<file path="config.mk">
export PLATFORM = sky130hd
export DESIGN_NAME = clk_div_prog_flat
export DESIGN_NICKNAME = d
export VERILOG_FILES = /design/src/rtl/clk_div_prog_if.sv /design/src/rtl/clk_div_prog.sv /design/src/flat_wrapper.sv
export SDC_FILE = /design/constraint.sdc
export NUM_CORES = 1
export LEC_CHECK = 0
export BUFFER_PORTS_ARGS = -buffer_cell sky130_fd_sc_hd__buf_2
export CAP_MARGIN = 0
export CORE_ASPECT_RATIO = 2
export CORE_MARGIN = 1
export CORE_UTILIZATION = 52
export DETAILED_ROUTE_END_ITERATION = 10
export HOLD_SLACK_MARGIN = 0.08
export PLACE_DENSITY = 0.71
export SYNTH_ARGS = -nofsm -noshare
export SYNTH_HDL_FRONTEND = slang
export SYNTH_SLANG_ARGS = --single-unit
</file>
<file path="constraint.sdc">
create_clock -name clk -period 10.1 [get_ports clk]
set_input_delay 2.02 -clock clk [delete_from_list [all_inputs] [get_ports clk]]
set_output_delay 2.02 -clock clk [all_outputs]
set_load 0.02 [all_outputs]
</file>
<file path="src/rtl/clk_div_prog_if.sv">
// Configuration channel of clk_div_prog: a divisor/high-phase pair offered with a
// valid/ready handshake.
// A configuration transfers on a rising clk edge where cfg_valid and cfg_ready are both 1.
// The master holds cfg_div/cfg_high stable while cfg_valid is high. cfg_ready depends only
// on the slave's registered state, never on cfg_valid.
interface clk_div_prog_if #(
    parameter int W = 16
) ();
    logic         cfg_valid;
    logic         cfg_ready;
    logic [W-1:0] cfg_div;
    logic [W-1:0] cfg_high;

    modport master (output cfg_valid, output cfg_div, output cfg_high, input cfg_ready);
    modport slave  (input cfg_valid, input cfg_div, input cfg_high, output cfg_ready);
endinterface

</file>
<file path="src/rtl/clk_div_prog.sv">
// Programmable clock divider with a registered output clock and a start-of-period tick.
// A new divisor/high pair can be loaded at run time; it takes effect at a period boundary.
module clk_div_prog #(
    parameter int W        = 16,
    parameter int DEF_DIV  = 100,
    parameter int DEF_HIGH = 50
) (
    input  logic           clk,
    input  logic           reset,
    input  logic           en,
    clk_div_prog_if.slave  cfg,
    output logic           o_clk,
    output logic           o_tick,
    output logic           cfg_err,
    output logic           o_dbg_state,
    output logic [W-1:0]   o_dbg_cnt
);

    if (DEF_DIV < 2 || DEF_HIGH < 1 || DEF_HIGH > DEF_DIV - 1 ||
        longint'(DEF_DIV) > ((longint'(1) << W) - 1)) begin : g_bad_params
        $error("clk_div_prog: illegal DEF_DIV/DEF_HIGH for width W");
    end

    typedef enum logic {
        ST_IDLE = 1'b0,
        ST_RUN  = 1'b1
    } state_t;

    state_t       r_state;
    state_t       w_state_nxt;
    logic [W-1:0] r_cnt,       w_cnt_nxt;
    logic [W-1:0] r_div,       w_div_nxt;
    logic [W-1:0] r_high,      w_high_nxt;
    logic [W-1:0] r_pend_div,  w_pend_div_nxt;
    logic [W-1:0] r_pend_high, w_pend_high_nxt;
    logic         r_pend_vld,  w_pend_vld_nxt;
    logic         r_clk,       w_clk_nxt;
    logic         r_tick,      w_tick_nxt;
    logic         r_err,       w_err_nxt;

    logic         w_accept;
    logic         w_legal;
    logic [W-1:0] w_run_nxt;
    logic         w_wrap;
    logic         w_load_pend;
    logic [W-1:0] w_eff_div;
    logic [W-1:0] w_eff_high;
    logic         w_clk_run;

    assign cfg.cfg_ready = !r_pend_vld;
    assign w_accept      = cfg.cfg_valid && !r_pend_vld;
    // high <= div-1 is the same as high < div once div >= 2
    assign w_legal       = (cfg.cfg_div >= W'(2)) && (cfg.cfg_high != '0) &&
                           (cfg.cfg_high < cfg.cfg_div);

    // Wrap is decided by the old divisor so the running period always completes.
    assign w_run_nxt   = (r_cnt == r_div - W'(1)) ? '0 : r_cnt + W'(1);
    assign w_wrap      = (w_run_nxt == '0);
    assign w_load_pend = w_wrap && r_pend_vld;
    assign w_eff_div   = w_load_pend ? r_pend_div  : r_div;
    assign w_eff_high  = w_load_pend ? r_pend_high : r_high;
    assign w_clk_run   = (w_run_nxt >= (w_eff_div - w_eff_high));

    always_comb begin
        w_state_nxt     = r_state;
        w_cnt_nxt       = r_cnt;
        w_div_nxt       = r_div;
        w_high_nxt      = r_high;
        w_pend_div_nxt  = r_pend_div;
        w_pend_high_nxt = r_pend_high;
        w_pend_vld_nxt  = r_pend_vld;
        w_clk_nxt       = r_clk;
        w_tick_nxt      = r_tick;
        w_err_nxt       = r_err;

        if (w_accept) begin
            w_err_nxt = !w_legal;
        end

        case (r_state)
            ST_IDLE: begin
                w_cnt_nxt  = '0;
                w_clk_nxt  = 1'b0;
                w_tick_nxt = 1'b0;
                if (w_accept && w_legal) begin
                    w_div_nxt  = cfg.cfg_div;
                    w_high_nxt = cfg.cfg_high;
                end
                if (en) begin
                    w_state_nxt = ST_RUN;
                    w_tick_nxt  = 1'b1;
                end
            end
            ST_RUN: begin
                if (en) begin
                    w_cnt_nxt  = w_run_nxt;
                    w_tick_nxt = w_wrap;
                    w_clk_nxt  = w_clk_run;
                    if (w_load_pend) begin
                        w_div_nxt      = r_pend_div;
                        w_high_nxt     = r_pend_high;
                        w_pend_vld_nxt = 1'b0;
                    end
                    // Acceptance needs an empty slot, so this never collides with the load above.
                    if (w_accept && w_legal) begin
                        w_pend_div_nxt  = cfg.cfg_div;
                        w_pend_high_nxt = cfg.cfg_high;
                        w_pend_vld_nxt  = 1'b1;
                    end
                end else begin
                    w_state_nxt = ST_IDLE;
                    w_cnt_nxt   = '0;
                    w_clk_nxt   = 1'b0;
                    w_tick_nxt  = 1'b0;
                    if (r_pend_vld) begin
                        w_div_nxt      = r_pend_div;
                        w_high_nxt     = r_pend_high;
                        w_pend_vld_nxt = 1'b0;
                    end else if (w_accept && w_legal) begin
                        // Stopping: nothing left to defer it to, so load directly.
                        w_div_nxt  = cfg.cfg_div;
                        w_high_nxt = cfg.cfg_high;
                    end
                end
            end
            default: begin
                w_state_nxt = ST_IDLE;
            end
        endcase
    end

    always_ff @(posedge clk) begin
        if (reset) begin
            r_state     <= ST_IDLE;
            r_cnt       <= '0;
            r_div       <= W'(DEF_DIV);
            r_high      <= W'(DEF_HIGH);
            r_pend_div  <= '0;
            r_pend_high <= '0;
            r_pend_vld  <= 1'b0;
            r_clk       <= 1'b0;
            r_tick      <= 1'b0;
            r_err       <= 1'b0;
        end else begin
            r_state     <= w_state_nxt;
            r_cnt       <= w_cnt_nxt;
            r_div       <= w_div_nxt;
            r_high      <= w_high_nxt;
            r_pend_div  <= w_pend_div_nxt;
            r_pend_high <= w_pend_high_nxt;
            r_pend_vld  <= w_pend_vld_nxt;
            r_clk       <= w_clk_nxt;
            r_tick      <= w_tick_nxt;
            r_err       <= w_err_nxt;
        end
    end

    assign o_clk       = r_clk;
    assign o_tick      = r_tick;
    assign cfg_err     = r_err;
    assign o_dbg_state = r_state;
    assign o_dbg_cnt   = r_cnt;

endmodule
</file>
<file path="src/flat_wrapper.sv">
// flat-port wrapper written by rule: the top's interface ports become plain ports
module clk_div_prog_flat 
#(
    parameter int W        = 16,
    parameter int DEF_DIV  = 100,
    parameter int DEF_HIGH = 50
)
  (clk, reset, en, o_clk, o_tick, cfg_err, o_dbg_state, o_dbg_cnt, cfg_cfg_valid, cfg_cfg_div, cfg_cfg_high, cfg_cfg_ready);
  clk_div_prog_if #(.W(W)) cfg_i ();
  input  logic clk;
  input  logic reset;
  input  logic en;
  output logic o_clk;
  output logic o_tick;
  output logic cfg_err;
  output logic o_dbg_state;
  output logic [W-1:0] o_dbg_cnt;
  input wire logic [$bits(cfg_i.cfg_valid)-1:0] cfg_cfg_valid;
  input wire logic [$bits(cfg_i.cfg_div)-1:0] cfg_cfg_div;
  input wire logic [$bits(cfg_i.cfg_high)-1:0] cfg_cfg_high;
  output wire logic [$bits(cfg_i.cfg_ready)-1:0] cfg_cfg_ready;
  assign cfg_i.cfg_valid = cfg_cfg_valid;
  assign cfg_i.cfg_div = cfg_cfg_div;
  assign cfg_i.cfg_high = cfg_cfg_high;
  assign cfg_cfg_ready = cfg_i.cfg_ready;
  clk_div_prog #(.W(W), .DEF_DIV(DEF_DIV), .DEF_HIGH(DEF_HIGH)) u_core (.clk(clk), .reset(reset), .en(en), .cfg(cfg_i), .o_clk(o_clk), .o_tick(o_tick), .cfg_err(cfg_err), .o_dbg_state(o_dbg_state), .o_dbg_cnt(o_dbg_cnt));
endmodule
</file>
==> results of run 1 <==
==> worst paths after layout <==
check | depth (start not counted) | to | startpoint
max | 26 | u_core.o_clk | u_core.r_div[0]
min | 2 | u_core.r_pend_high[4] | u_core.r_pend_high[4]
max reg2reg | 26 | u_core.o_clk | u_core.r_div[0]
min reg2reg | 2 | u_core.r_pend_high[4] | u_core.r_pend_high[4]
==> cell type report <==
class,count,area share (%)
inverter,32,1.70
multi-input combinational,607,62.3
sequential,85,24.2
timing repair buffer,63,4.72
clock buffer,10,3.39
tap,147,2.61
clock inverter,6,1.12
==> where the power goes <==
group	leakage (nW)	internal (mW)	switching (mW)
Sequential	0.691	0.350	0.0194
Clock	0.157	0.204	0.157
Combinational	2.21	0.119	0.149
==> cells by family after synthesis <==
| group | synth area share, % |
|---|---|
| fa+ha+maj | 9.67 |
| mux | 16.3 |
| simple gates | 19.7 |
| compound gates | 15.4 |
| xor+xnor | 6.96 |
| flops | 26.5 |
| buf+inv | 5.31 |
==> sequential cells by signal (all words and copies together) (netlist names) <==
| name | cells |
|---|---|
| u_core.r_pend_high | 16 |
| u_core.o_dbg_cnt | 16 |
| u_core.o_dbg_state | 1 |
| u_core.o_clk | 1 |
| u_core.cfg_err | 1 |
| u_core.r_pend_div | 16 |
| u_core.r_pend_vld | 1 |
| u_core.r_div | 16 |
| u_core.r_high | 16 |
| u_core.o_tick | 1 |
==> critical path: cells and delay by family, from the launching register on <==
kind	cells	cell delay, ns
multiplexers	1	0.41
XOR/XNOR	1	0.10
AND/OR/NAND/NOR	9	2.33
AO/OA/AOI/OAI	10	2.92
adder cells (fa/ha/maj)	3	0.70
buffers and inverters	2	0.18
flip-flops	1	0.36
==> per-stage QoR <==
stage | hold WS [ns] | power, mW
2_1_floorplan | 0.476 | 0.569
3_3_place_gp | 0.491 | 0.630
3_5_place_dp | 0.504 | 0.639
4_1_cts | 0.516 | 0.997
5_1_grt | 0.556 | 1.05
6_report | 0.528 | 0.998
==> cell usage in the layout, fill, tap and decap left out, drive strengths merged, types with 21 or more instances in the layout <==
master | synthesis | final
nor2 | 94 | 94
dfxtp | 85 | 85
mux2i | 80 | 80
buf | 14 | 63
ha | 48 | 48
o21ai | 42 | 42
nand2 | 37 | 37
inv | 32 | 35
a21oi | 34 | 34
xnor2 | 30 | 30
nand3 | 24 | 24
nor3 | 23 | 23
xor2 | 21 | 21
mux2 | 21 | 21
==> per-layer routing <==
metal | GRT usage [%] | up-vias
li1 | - | 2833
met1 | 35.2 | 2924
met2 | 54.8 | 206
met3 | 4.18 | 71
met4 | 19.4 | 0
met5 | 0 | -
==> run metrics, run 1 <==
number of flops mapped to enable cells by yosys 0; dpl cells ~930; Global Route Usage Sum 31.6%; drt wl/cell 20.2 um; Yosys reg bits 85; drt pass-1 iters 5; Most Frequent Cell on Critical Path a21oi_1; post-layout util about three fifths; VDD IR max just over 0.1 mV; Data required, critical path 10.35 ns; Syn Nets 858; post-CTS setup buffers 0; R2R setup slack between 3 and 4 ns; crit path DAT about 7.4 ns; sequential share of the synthesized area roughly a quarter; die area approximately 13000 um^2; root buf cell clkbuf_16; count leader, synth nor2_1; Leak 3.05 nW; Reg area 1700 um^2; Synth cell types 63; Syn Inst Count 773; CTS resizes 0; initial antenna violation count 0; total congestion overflow 0; slowest CP cell o21a_1; Final WS setup 3.00 ns; vias in the first global route 5888; Post-Syn Area per Cell ~8.3 um^2; fillers 1098; Commonest cells post-synth nor2_1 (94), dfxtp_1 (85), mux2i_1 (80); # diodes 0; port bufs 56; # Max-Cap Violations 0; fin crit period 7.10 ns; routed length on met1 7.26 mm; Worst setup SP type flip-flop; Synth Flop Type dfxtp_1; CTS Buffer Depth 2; # IOs 57; Clk Latency, worst-skew pair roughly 0.35 ns; HPWL after DPL approximately 15 mm; Initial Utilization 53.2%; Crit. End Element flip-flop; Power Density 142 nW/um^2; H-tree levels 3; Area after DPL 6730 um^2; Synth top area share about a quarter; Layout Skew between 0.009 and 0.01 ns; number of remaining DRC errors 0; Die Ht 159 um; fin nets 883; Mapped Area ~6400 um^2; Synth area leaders dfxtp_1 (27%), mux2i_1 (12%), ha_1 (9.4%), nor2_1 (5.5%), xnor2_1 (4.1%); Clock transition at path regs 0.07 ns; relative slew slack 29.7%; First DRT Iteration DRCs 264; cts hold-fix bufs 0; Worst path max stage delay 0.75 ns; Achievable Freq 141 MHz; ys async rst share 0%; final setup TNS 0 ns; CTS tree built; first-pass GRT wire length about 31 mm; final wirelength 19.2 mm; Vias 6034; Worst-Margin Slew about 1.1 ns; WL met3 732 um; largest area contributor in the netlist dfxtp_1; Die X ~80 um; Tcrit/Tclk final 70.3%; drt via density 6.35; metal2 WL 9.96 mm; share of cells above drive strength 1 13.0%; antenna-violating nets left 0; RSZ-0062 raised after global routing no; largest net degree at the start of global routing 58; Placement Rows between 50 and 60; # setup viols final 0; Setup WS pre-CTS 3.18 ns; area grow syn2layout 9.83%; Post-Layout Inst Area 7050 um^2; Final Hold Viols 0; CP Max Fanout 15; Final Max Slew Viols 0; RePlAce Congestion 0.924; status finished, final reports clean; TritonCTS buffer count 9; multi-input logic area ~4400 um^2; DR top layer met4; Sink Count 85; Cell Count, Final, Fillers Out 950; Hold Path Class reg -> reg; worst setup path class reg -> reg; core area 12100 um^2; Synth Warn # 0
Note: power is estimated with default switching activity, not from simulation.
==> run 2, diff against run 1 <==
--- a/config.mk
+++ b/config.mk
@@ -5,6 +5,7 @@
 export SDC_FILE = /design/constraint.sdc
 export NUM_CORES = 1
 export LEC_CHECK = 0
+export ABC_AREA = 1
 export BUFFER_PORTS_ARGS = -buffer_cell sky130_fd_sc_hd__buf_2
 export CAP_MARGIN = 0
 export CORE_ASPECT_RATIO = 2
@@ -12,7 +13,7 @@
 export CORE_UTILIZATION = 52
 export DETAILED_ROUTE_END_ITERATION = 10
 export HOLD_SLACK_MARGIN = 0.08
-export PLACE_DENSITY = 0.71
+export PLACE_DENSITY = 0.74
 export SYNTH_ARGS = -nofsm -noshare
 export SYNTH_HDL_FRONTEND = slang
 export SYNTH_SLANG_ARGS = --single-unit
==> constraint.sdc (replaced) <==
create_clock -name clk -period 6.02 [get_ports clk]
set_input_delay 1.204 -clock clk [delete_from_list [all_inputs] [get_ports clk]]
set_output_delay 1.204 -clock clk [all_outputs]
set_load 0.02 [all_outputs]
==> run 2 against run 1 <==
Against the previous run: cell count is 30% higher; via count increased by 19%; critical path type unchanged; combinational power grew 81%; clock skew shrank 0.0013 ns; core utilization increased by 1.2 points; maximum frequency increased by 28%.
==> run metrics, run 2 <==
Yosys reg bits 85; largest net degree at the start of global routing 52; Crit. End Element flip-flop; HPWL after DPL 15.5 mm; Worst setup SP type flip-flop; root buf cell clkbuf_16; # setup viols final 0; drt wl/cell 16.4 um; Achievable Freq roughly 180 MHz; # diodes 0; fillers 1259; antenna-violating nets left 0; Synth Flop Type dfxtp_1; Final Hold Viols 0; multi-input logic area 4260 um^2; largest area contributor in the netlist dfxtp_1; die area about 13000 um^2; number of flops mapped to enable cells by yosys 0; Synth Warn # 0; RSZ-0062 raised after global routing no; RePlAce Congestion 0.905; # Max-Cap Violations 0; final wirelength 20.3 mm; CP Max Fanout 19; Reg area 1700 um^2; Clk Latency, worst-skew pair 0.35 ns; Post-Syn Area per Cell 6.53 um^2; sequential share of the synthesized area 25.2%; Placement Rows 58; initial antenna violation count 0; fin crit period 5.55 ns; total congestion overflow 0; Mapped Area a little under 7000 um^2; H-tree levels 3; crit path DAT 5.85 ns; post-layout util 59.6%; Synth top area share 25.2%; CTS Buffer Depth 2; Sink Count 85; core area roughly 13000 um^2; Cell Count, Final, Fillers Out 1236; VDD IR max 0.146 mV; CTS tree built; Layout Skew 0.00855 ns; fin nets 1166; Pwr Total ~1.8 mW; Hold Path Class reg -> reg; drt via density roughly 5.8; Commonest cells post-synth nand2_1 (200), inv_1 (157), nor2_1 (103); Most Frequent Cell on Critical Path nand2_1; relative slew slack 36.7%; Initial Utilization 53.5%; TritonCTS buffer count 9; count leader, synth nand2_1; Worst path max stage delay 0.36 ns; dpl cells about 1200; worst setup path class reg -> reg; Synth cell types 45; Die Ht 163 um; drt pass-1 iters 5; Global Route Usage Sum 32.0%; commonest non-fill, non-tap cells in the layout nand2_1 (200), inv_1 (157), nor2_1 (102); Leak 3.74 nW; Tcrit/Tclk final 92.2%; first-pass GRT wire length 32.6 mm; port bufs 56; Data required, critical path between 6 and 7 ns; slowest CP cell ha_1; area grow syn2layout 11.5%; share of cells above drive strength 1 13.6%; Vias between 7000 and 8000; number of remaining DRC errors 0; status finished, final reports clean; Power Density 234 nW/um^2; Clock transition at path regs 0.07 ns; final setup TNS 0 ns; ys async rst share 0%; Final Max Slew Viols 0; cts hold-fix bufs 0; Worst-Margin Slew between 0.9 and 1 ns; Syn Inst Count 1034; Syn Nets between 1000 and 1500; commonest non-fill, non-tap cell in the layout nand2_1; vias in the first global route a little under 7000; Die X 82.6 um; Synth area leaders dfxtp_1 (25%), nand2_1 (11%), ha_1 (8.9%), inv_1 (8.7%), a21oi_1 (5.9%); # IOs 57; First DRT Iteration DRCs between 400 and 500
==> run 2: cell families (layout without fill, tap and decap cells) <==
logic type / after synthesis / after routing / share of synthesized area [%]
compound gates: 253 / 253 / 22.6
fa+ha+maj: 49 / 49 / 9.19
xor+xnor: 32 / 32 / 4.15
buf+inv: 202 / 254 / 11.9
simple gates: 413 / 413 / 26.9
flops: 85 / 85 / 25.2
==> run 2: critical path, delay by kind of cell (launching register included) <==
family	cells	cell delay, ns
buffers and inverters	5	0.52
AO/OA/AOI/OAI	7	1.14
XOR/XNOR	2	0.15
adder cells (fa/ha/maj)	3	0.94
flip-flops	1	0.33
AND/OR/NAND/NOR	20	2.39
==> run 2: cell type report <==
| class | count | area share (%) |
|---|---|---|
| Clock buffer | 10 | 3.04 |
| Clock inverter | 6 | 1.56 |
| Inverter | 163 | 8.12 |
| Multi-Input combinational cell | 747 | 56.5 |
| Sequential cell | 85 | 22.6 |
| Tap cell | 150 | 2.49 |
| Timing Repair Buffer | 75 | 5.67 |
==> run 2: stage by stage <==
stage / hold WS (ns) / area (um^2) / worst slack, ns
after detailed placement: 0.486 / 7130 / 0.252
final: 0.495 / 7530 / 0.470
after CTS: 0.494 / 7480 / 0.177
after global placement: 0.480 / 7130 / 0.417
after floorplan: 0.451 / 6750 / 0.959
after global routing: 0.525 / 7530 / 0.0113
==> run 2: routing by layer <==
layer / global-route usage (%) / share of wire (%) / wire, um / vias to the layer above
li1: - / - / - / 3531
met1: 33.9 / 37 / 7540 / 3279
met2: 54.8 / 51 / 10300 / 270
met3: 5.53 / 5.1 / 1030 / 82
met4: 22.9 / 7.1 / 1440 / 0
met5: 0 / 0 / 0 / -
==> run 2: report_power, final <==
group          switching (mW)  leakage [nW]  internal (mW)  total, mW
clock network           0.254         0.165          0.411      0.665
logic                   0.299          2.88          0.186      0.485
registers              0.0241         0.693          0.590      0.614
==> run 2: repair_timing <==
action,in CTS,in global routing
buffers inserted,0,5
endpoints found under the setup margin,0,1
resized for setup,0,5
hold endpoints to repair,0,0
==> run 2: final timing paths <==
kind | start | end | slack (ns) | depth (start not counted)
hold reg to reg | u_core.r_pend_div[2] | u_core.r_pend_div[2] | 0.49 | 2
setup reg to reg | u_core.r_div[0] | u_core.o_clk | 0.47 | 37
hold / removal | u_core.r_pend_div[2] | u_core.r_pend_div[2] | 0.49 | 2
setup / recovery | u_core.r_div[0] | u_core.o_clk | 0.47 | 37
==> run 3, diff against run 2 <==
--- a/config.mk
+++ b/config.mk
@@ -13,7 +13,9 @@
 export CORE_UTILIZATION = 52
 export DETAILED_ROUTE_END_ITERATION = 10
 export HOLD_SLACK_MARGIN = 0.08
+export MAX_ROUTING_LAYER = met4
 export PLACE_DENSITY = 0.74
+export SLEW_MARGIN = 40
 export SYNTH_ARGS = -nofsm -noshare
 export SYNTH_HDL_FRONTEND = slang
 export SYNTH_SLANG_ARGS = --single-unit
==> run 3 against run 2 <==
Against the previous run: die area unchanged; global-route usage increased by 0.88 points; worst setup slack got worse by 0.088 ns; clock-buffer cell count unchanged; wire length up 0.64%; cell count did not move; clock power barely moved; clock skew about the same; sequential power about the same; critical path depth unchanged; via count decreased by 0.73%; worst hold slack better by 0.0024 ns; largest cell class unchanged; highest routed layer unchanged.
==> run metrics, run 3 (synthesized netlist as in run 2, its figures left out) <==
status finished, final reports clean; TritonCTS buffer count 9; fin nets 1166; Power Density 234 nW/um^2; WHS 0.497 ns; root buf cell clkbuf_16; Clock transition at path regs about 0.070 ns; Clk Latency, worst-skew pair 0.35 ns; number of remaining DRC errors 0; # diodes 0; die area 13500 um^2; initial antenna violation count 0; commonest non-fill, non-tap cells in the layout nand2_1 (199), inv_1 (156), nor2_1 (103); Global Route Usage Sum 32.8%; Crit. End Element flip-flop; first-pass GRT wire length between 30 and 40 mm; drt pass-1 iters 5; antenna-violating nets left 0; RSZ-0062 raised after global routing no; area grow syn2layout 11.7%; Clk pwr share between 30% and 40%; final wirelength 20.4 mm; Die Ht 163 um; WP buf/inv 5; CP Max Fanout 19; Vias just over 7000; crit path DAT between 5 and 6 ns; # IOs 57; port bufs 56; share of cells above drive strength 1 13.8%; Layout Skew 0.00814 ns; vias in the first global route 6889; critical path's top delay family simple AND/OR/NAND/NOR gates; H-tree levels 3; # setup viols final 0; worst setup path class reg -> reg; CTS Buffer Depth 2; Gate power share approximately 28%; Worst path max stage delay 0.37 ns; Hold Path Class reg -> reg; slowest CP cell ha_1; Worst-Margin Slew about 0.65 ns; Internal approximately 1.2 mW; RePlAce Congestion 0.920; Worst setup SP type flip-flop; # Max-Cap Violations 0; HPWL after DPL 15.5 mm; Data required, critical path 6.32 ns; drt wl/cell 16.5 um; Most Frequent Cell on Critical Path nand2_1; drt via density 5.75; commonest non-fill, non-tap cell in the layout nand2_1; Initial Utilization 53.5%; CTS tree built; Sw Share 32.7%; Placement Rows 58; sequential power share 34.8%; Leak 3.74 nW; final setup TNS 0 ns; net switching power 578 uW; Tcrit/Tclk final 93.6%; Die X 82.6 um; Final Max Slew Viols 0; Achievable Freq 177 MHz; core area between 10000 and 15000 um^2; total congestion overflow 0; Pwr Total ~1.8 mW; Sink Count 85; First DRT Iteration DRCs 388; fin crit period roughly 5.6 ns; VDD IR max 0.148 mV; relative slew slack 56.7%; largest net degree at the start of global routing 52; Final Hold Viols 0
[run 3: layout make-up]
| type | instances | area, um^2 |
|---|---|---|
| Clock buffer | 10 | 229 |
| Inverter | 163 | 612 |
| Tap cell | 150 | 188 |
| Multi-Input combinational cell | 747 | 4260 |
| Timing Repair Buffer | 75 | 429 |
| Clock inverter | 6 | 118 |
| Sequential cell | 85 | 1700 |
| Fill cell | 1248 | 5090 |
[run 3: per-layer routing]
metal	GRT usage, %	up-vias	wire, um
li1	-	3515	-
met1	32.8	3258	7530
met2	55.2	246	10300
met3	5.98	91	1030
met4	23.9	0	1520
met5	-	-	0
[run 3: path summary, 6_finish.rpt]
| path | endpoint | cells after the start | start | slack, ns |
|---|---|---|---|---|
| max reg2reg | u_core.o_clk | 37 | u_core.r_div[0] | 0.38 |
| min | u_core.r_pend_div[9] | 2 | u_core.r_pend_div[9] | 0.50 |
| min reg2reg | u_core.r_pend_div[9] | 2 | u_core.r_pend_div[9] | 0.50 |
| max | u_core.o_clk | 37 | u_core.r_div[0] | 0.38 |
[run 3: per-stage QoR]
step | worst slack [ns] | util [%] | std cells | cell area [um^2]
2_1_floorplan | 0.959 | - | 1034 | 6750
3_3_place_gp | 0.417 | 56.5 | 1215 | 7130
3_5_place_dp | 0.251 | 56.5 | 1215 | 7140
4_1_cts | 0.168 | 59.3 | 1231 | 7480
5_1_grt | 0.00774 | 59.7 | 1236 | 7540
6_report | 0.382 | 59.7 | 1236 | 7540
[run 3: worst min-delay path, delay by kind of cell, from the launching register on]
kind,cells,cell delay (ns)
AO/OA/AOI/OAI,1,0.07
buffers and inverters,1,0.07
flip-flops,1,0.31
[run 3: timing repair]
item,CTS,global route
resized for setup,0,4
hold buffers,0,0
endpoints found under the hold margin,0,0
setup buffers,0,5
setup endpoints to repair,0,1
[run 3: power by group through the flow]
stage | logic [mW] | clock network, mW | registers (mW)
after floorplan | 0.361 | 0 | 0.620
after global placement | 0.472 | 0 | 0.625
after detailed placement | 0.478 | 0 | 0.626
after CTS | 0.483 | 0.671 | 0.613
after global routing | 0.548 | 0.693 | 0.616
final | 0.487 | 0.664 | 0.614
